[config.mk]
export PLATFORM = sky130hd
export DESIGN_NAME = seq_detect_fsm
export DESIGN_NICKNAME = d
export VERILOG_FILES = /design/src/rtl/seq_detect_fsm.sv
export SDC_FILE = /design/constraint.sdc
export NUM_CORES = 1
export LEC_CHECK = 0
export BUFFER_PORTS_ARGS = -buffer_cell sky130_fd_sc_hd__buf_2
export CORE_AREA = 4 4 41 43
export CTS_CLUSTER_DIAMETER = 150
export DETAILED_ROUTE_END_ITERATION = 12
export DIE_AREA = 0 0 45 47
export PLACE_DENSITY = 0.65
export SYNTH_ARGS = -nofsm -noshare
export SYNTH_HDL_FRONTEND = slang
export SYNTH_SLANG_ARGS = --single-unit
[constraint.sdc]
create_clock -name clk -period 1.3 [get_ports clk]
set_input_delay 0.26 -clock clk [delete_from_list [all_inputs] [get_ports clk]]
set_output_delay 0.26 -clock clk [all_outputs]
set_load 0.01 [all_outputs]
[src/rtl/seq_detect_fsm.sv]
// ============================================================================
// Module   : seq_detect_fsm
// Brief    : Parametrised serial pattern detector with overlap control and an
//            optional saturating match counter (enabled by SEQDET_COUNT_EN).
// Revision : 1.0 - initial release
// ============================================================================
`default_nettype none

module seq_detect_fsm #(
  parameter int             PW      = 4,
  parameter logic [PW-1:0]  PATTERN = 4'b1011,
  parameter bit             OVERLAP = 1'b1,
  parameter int             CW      = 8
) (
  input  logic          clk,
  input  logic          rst,
  input  logic          en,
  input  logic          x,
  input  logic          clr,
  output logic          match,
  output logic [1:0]    state,
  output logic [CW-1:0] count,
  output logic          ovf
);

  localparam int             FW     = $clog2(PW + 1);
  localparam logic [FW-1:0]  C_FULL = FW'(PW);

  typedef enum logic [1:0] {
    ST_IDLE  = 2'b00,
    ST_FILL  = 2'b01,
    ST_ARMED = 2'b10
  } state_t;

  state_t          r_state;
  logic            r_match;
  logic [FW-1:0]   r_fill;
  // Only the newest PW-1 bits are kept: the oldest bit is shifted out on
  // the same edge the comparison window is formed, so it is never needed.
  logic [PW-2:0]   r_hist;

  logic [PW-1:0]   w_window;
  logic [FW-1:0]   w_fill_next;
  logic            w_hit;

  assign w_window    = {r_hist, x};
  assign w_fill_next = (r_fill == C_FULL) ? C_FULL : r_fill + FW'(1);
  assign w_hit       = en && !clr && (w_fill_next == C_FULL) && (w_window == PATTERN);

  always_ff @(posedge clk or negedge rst) begin
    if (!rst) begin
      r_hist  <= '0;
      r_fill  <= '0;
      r_state <= ST_IDLE;
      r_match <= 1'b0;
    end else if (clr) begin
      r_hist  <= '0;
      r_fill  <= '0;
      r_state <= ST_IDLE;
      r_match <= 1'b0;
    end else if (en) begin
      r_hist  <= w_window[PW-2:0];
      r_match <= w_hit;
      if (w_hit && !OVERLAP) begin
        r_fill  <= '0;
        r_state <= ST_IDLE;
      end else begin
        r_fill  <= w_fill_next;
        r_state <= (w_fill_next == C_FULL) ? ST_ARMED : ST_FILL;
      end
    end else begin
      r_match <= 1'b0;
    end
  end

  assign match = r_match;
  assign state = r_state;

`ifdef SEQDET_COUNT_EN
  localparam logic [CW-1:0] C_CNT_MAX = '1;

  logic [CW-1:0] r_count;
  logic          r_ovf;

  // The hit that would wrap leaves the count pinned and raises the sticky flag.
  always_ff @(posedge clk or negedge rst) begin
    if (!rst) begin
      r_count <= '0;
      r_ovf   <= 1'b0;
    end else if (clr) begin
      r_count <= '0;
      r_ovf   <= 1'b0;
    end else if (w_hit) begin
      if (r_count == C_CNT_MAX) begin
        r_ovf <= 1'b1;
      end else begin
        r_count <= r_count + CW'(1);
      end
    end
  end

  assign count = r_count;
  assign ovf   = r_ovf;
`else
  assign count = '0;
  assign ovf   = 1'b0;
`endif

endmodule

`default_nettype wire

* Yosys cells after proc, flatten, opt, wreduce, memory -nomap -nowiden
Index checks and enable logic that the tools add are counted.
** Operators by class
- Add/sub/neg operators :: 1
- Equal/unequal tests :: 3
- Mux-type cells :: 10
- Reduce and logical (&&, ||, !) cells :: 5
** Operators by type and width (count)
- two-way mux 3 bit :: 5
- equality test 3 bit, second input constant :: 2
- two-way mux 2 bit :: 3
- equality test 4 bit, second input constant :: 1
- adder 3 x 1 -> 3 bit, second input constant :: 1
- logical AND 1 bit :: 3
- two-way mux 1 bit :: 2
- nonzero test 2 bit :: 1
- logical NOT 1 bit :: 1
** Word-level totals
- Register bits :: 9
- Input bits :: 5

* Longest topological paths before layout
- Depth after elaboration :: 7
- Gate-level depth with buffers :: 5

* Worst setup path before layout
Ideal clock, no wire load.
- Kind :: register -> register
- Start point :: register r_fill[0]
- End point :: register r_match (netlist: match)
- Library setup time :: 0.068 ns
- Arrival time :: 1.169 ns
- Setup slack :: 0.063 ns
- Cell stages (with the launch flop) :: 5
- Path buffers :: 0
- Period minus slack after synthesis :: 1.237 ns
- Cells stage by stage :: dfrtp_1 > ha_1 > nand2b_1 > a211oi_2 > and4_1
** Between the ends
- Cells in the longest elaborated chain, start to end :: 7
- Elaborated cells on any way between the ends :: 8
- Those cells by class :: add/sub: 1; eq/ne: 2; mux: 3; reduce/logical: 2
** RTL lines
- from (decl) :: line 37 : logic [FW-1:0] r_fill;
- from (signal assigned) :: line 68 : r_fill <= w_fill_next;
- adder 3 x 1 -> 3 bit or equality test 3 bit (tied branches) :: line 47 : assign w_fill_next = (r_fill == C_FULL) ? C_FULL : r_fill + FW'(1);
- two-way mux 3 bit (*) :: line 47
- equality test 3 bit (*) :: line 48 : assign w_hit = en && !clr && (w_fill_next == C_FULL) && (w_window == PATTERN);
- logical AND 1 bit (*) (2 in a row) :: line 48
- two-way mux 1 bit (*) :: line 61 : end else if (en) begin
- two-way mux 1 bit (*) :: line 56 : end else if (clr) begin
- to (signal assigned) :: line 63 : r_match <= w_hit;
- to (decl) :: line 36 : logic r_match;
Mark *: on every way between the ends. The rest lies on a longest branch, timed or not.
A chain may end at the register's enable or synchronous reset.

* Worst setup path after layout
Same ends and word-level chain as after synthesis.

==> results.py <==
metrics = {
    "status": {
        "status": "complete, no violations",
    },
    "sta": {
        "fin_tns_setup_ps": 0,
        "rsz0062_at_grt": "true",
        "slew_violations": 0,
        "fin_worst_skew_ps": 1.316,
        "fin_crit_ps": 1265,
        "max_freq_mhz": 790.8,
        "postLayoutSetupSlackWorst_ps": 35.44,
        "setup_violations": 0,
        "period_share_pct": 97.27,
        "final-hold-violation-count": 0,
    },
    "placed_design": {
        "gp_congestion": 0.7246,
        "post-place-ws_ps": 7.241,
        "placedCellCount": 72,
        "io_buffers": 7,
        "dp_hpwl_um": 661.1,
        "dpl_cell_area_um2": 541.8,
    },
    "yosys": {
        "synth_top_family_by_area": "buffers and inverters",
        "syn_avg_cell_area_um2": 10.27,
        "async_flop_share_pct": 100.0,
        "synth_mux_area_share_pct": 7.494,
        "synth_xor_area_share_pct": 0,
        "synth_edf_count": 0,
        "synth_top_area_cell": "dfrtp_1",
        "synth_cell_types": 21,
        "synth-seq-cells": 9,
        "synth_ff_type": "dfrtp_1",
        "synth_adder_area_share_pct": 4.684,
        "yosys.area_share.simple_pct": 14.52,
        "synth_top_area_share_pct": 42.15,
        "synth_compound_area_share_pct": 12.65,
        "netlist_instances": 52,
        "yosysSeqAreaShare_pct": 42.15,
        "synth_warnings": 0,
        "netlist_area_um2": 534.3,
        "netlist_top_cells_count": "buf_4, dfrtp_1, nor2_1, mux2i_1",
        "synth_area_leaders": "dfrtp_1, buf_4, mux2i_1",
    },
    "detailed_routing": {
        "ant_nets": 0,
        "wire_per_inst_um": 11.08,
        "drt_iter0_drc": 3,
        "highest_layer": "met3",
        "wl_um": 853,
        "first_pass_iters": 2,
        "viasPerCell": 4.779,
        "num_vias": 368,
        "dr_wl_met2_um": 411,
        "route.met3.wl_um": 61,
        "drc": 0,
        "met1Wirelength_um": 379,
    },
    "power": {
        "power.leakage_nw": 0.2974,
        "cellPowerDensity_nw_per_um2": 1010,
        "peakVddDrop_v": 0.0007071,
        "p_total_mw": 0.6103,
    },
    "setup_path": {
        "reg2reg_slack_ps": 40,
        "path_cells": "ha_2 > nand2b_4 > a211oi_2 > and4_1",
        "cp-end-kind": "register",
        "path_class": "register to register",
        "critical_path.top_delay_family": "flip-flops",
        "crit_required_ps": 1490,
        "startpoint_type": "register",
        "crit_arrival_ps": 1460,
        "cp_slowest_cell": "dfrtp_1",
        "slowest_delay_ps": 390,
        "worstPathMaxFanout": 4,
        "cp_num_buf_inv": 0,
    },
    "cells_and_area": {
        "ff_latch_area_um2": 225.2,
        "stdcell_area_um2": 604.3,
        "drive_above_1_share_pct": 29.03,
        "nNetsFinal": 70,
        "area_growth_pct": 13.11,
        "multi_input_area_um2": 270.3,
        "diodes": 0,
        "stdcell_count": 77,
        "num-fill-cells": 129,
    },
    "clocking": {
        "cts_tree": "done",
        "root_buffer": "clkbuf_4",
        "clock-sinks": 9,
        "h-tree-depth": 1,
        "clk_latency_ps": 250,
        "cts_buffers": 3,
        "postCtsSetupBuffers": 0,
        "clk_path_buf_depth": 2,
        "clkSlewWorstSetupHoldPaths_ps": 60,
    },
    "global_route": {
        "grt-ovfl-total": 0,
        "antenna_found_initial": 0,
        "grt_usage_pct": 9.127,
        "grt_first_pass_wirelength_mm": 1.407,
        "grt_pass1_vias": 335,
        "grt_start_max_net_pins": 13,
    },
    "floorplan": {
        "ios": 17,
        "row_count": 13,
        "initial_core_util_pct": 41.06,
        "die_y_um": 47,
        "core-area_um2": 1301,
        "dieArea_um2": 2115,
        "die_w_um": 45,
    },
    "run": {
        "maxCapViolations": 0,
    },
    "worst_hold_path": {
        "hold_class": "primary input to register",
    },
}
cells in the final DEF, fill, tap and decap left out, drive strengths merged, types with 2 or more instances in the layout:
cell,count
a211oi,2
mux2i,4
dfrtp,9
nand2,3
buf,8
a21oi,3
conb,9
ha,2
clkbuf,4
nor2,6
inv,3
state kept, by name, summed over array words and instances, names as in the netlist:
name / count
r_fill: 3
r_hist: 3
state: 2
match: 1
cells by family (layout without fill, tap and decap cells):
group / after synthesis / after routing
compound gates: 8 / 8
fa+ha+maj: 2 / 2
buf+inv: 14 / 16
flops: 9 / 9
mux: 4 / 4
other cells: 1 / 9
simple gates: 14 / 14
cell type report:
class	instances	share of cell area, %
flip-flops and latches	9	37.27
repair buffers	9	8.696
clock buffers	4	4.348
multi-input cells	37	44.72
inverters	3	1.863
well taps	15	3.106
metrics by stage:
step	util [%]	hold slack, ps
floorplan	-	-35.59
global placement	41.63	122.8
detailed placement	41.63	123.6
CTS	45.19	264.9
global route	46.44	281.0
finish	46.44	265.9
per-layer routing:
layer | vias to the layer above | global-route usage [%]
met5 | - | 0
met4 | 0 | 0
met3 | 0 | 4.598
met2 | 12 | 14.69
met1 | 179 | 11.82
li1 | 177 | -
power by group:
group,switching [mW],internal (mW),total (mW)
registers,0.00721,0.290,0.298
clock network,0.0946,0.118,0.213
logic,0.0595,0.0404,0.0999
path summary, 6_finish.rpt:
path	startpoint	end	cells past startpoint
max	r_fill[0]$_DFFE_PN0P_	match$_DFF_PN0_	4
min	x	r_hist[0]$_DFFE_PN0P_	3
max reg2reg	r_fill[0]$_DFFE_PN0P_	match$_DFF_PN0_	4
min reg2reg	state[1]$_DFFE_PN0P_	state[1]$_DFFE_PN0P_	2
max in group asynchronous	rst	match$_DFF_PN0_	2
min in group asynchronous	rst	r_fill[0]$_DFFE_PN0P_	2
timing repair:
action,4_1_cts,5_1_grt
hold endpoints to repair,9,0
endpoints found under the setup margin,1,2
resized for setup,2,2
pin swaps,2,0
hold buffers,1,0
tightest hold or removal path: cells and delay by family:
| family | cells | cell delay, ps |
|---|---|---|
| buf+inv | 1 | 80 |
| mux | 1 | 60 |
| simple gates | 1 | 80 |
No activity file was read; power rests on OpenSTA's default activity.
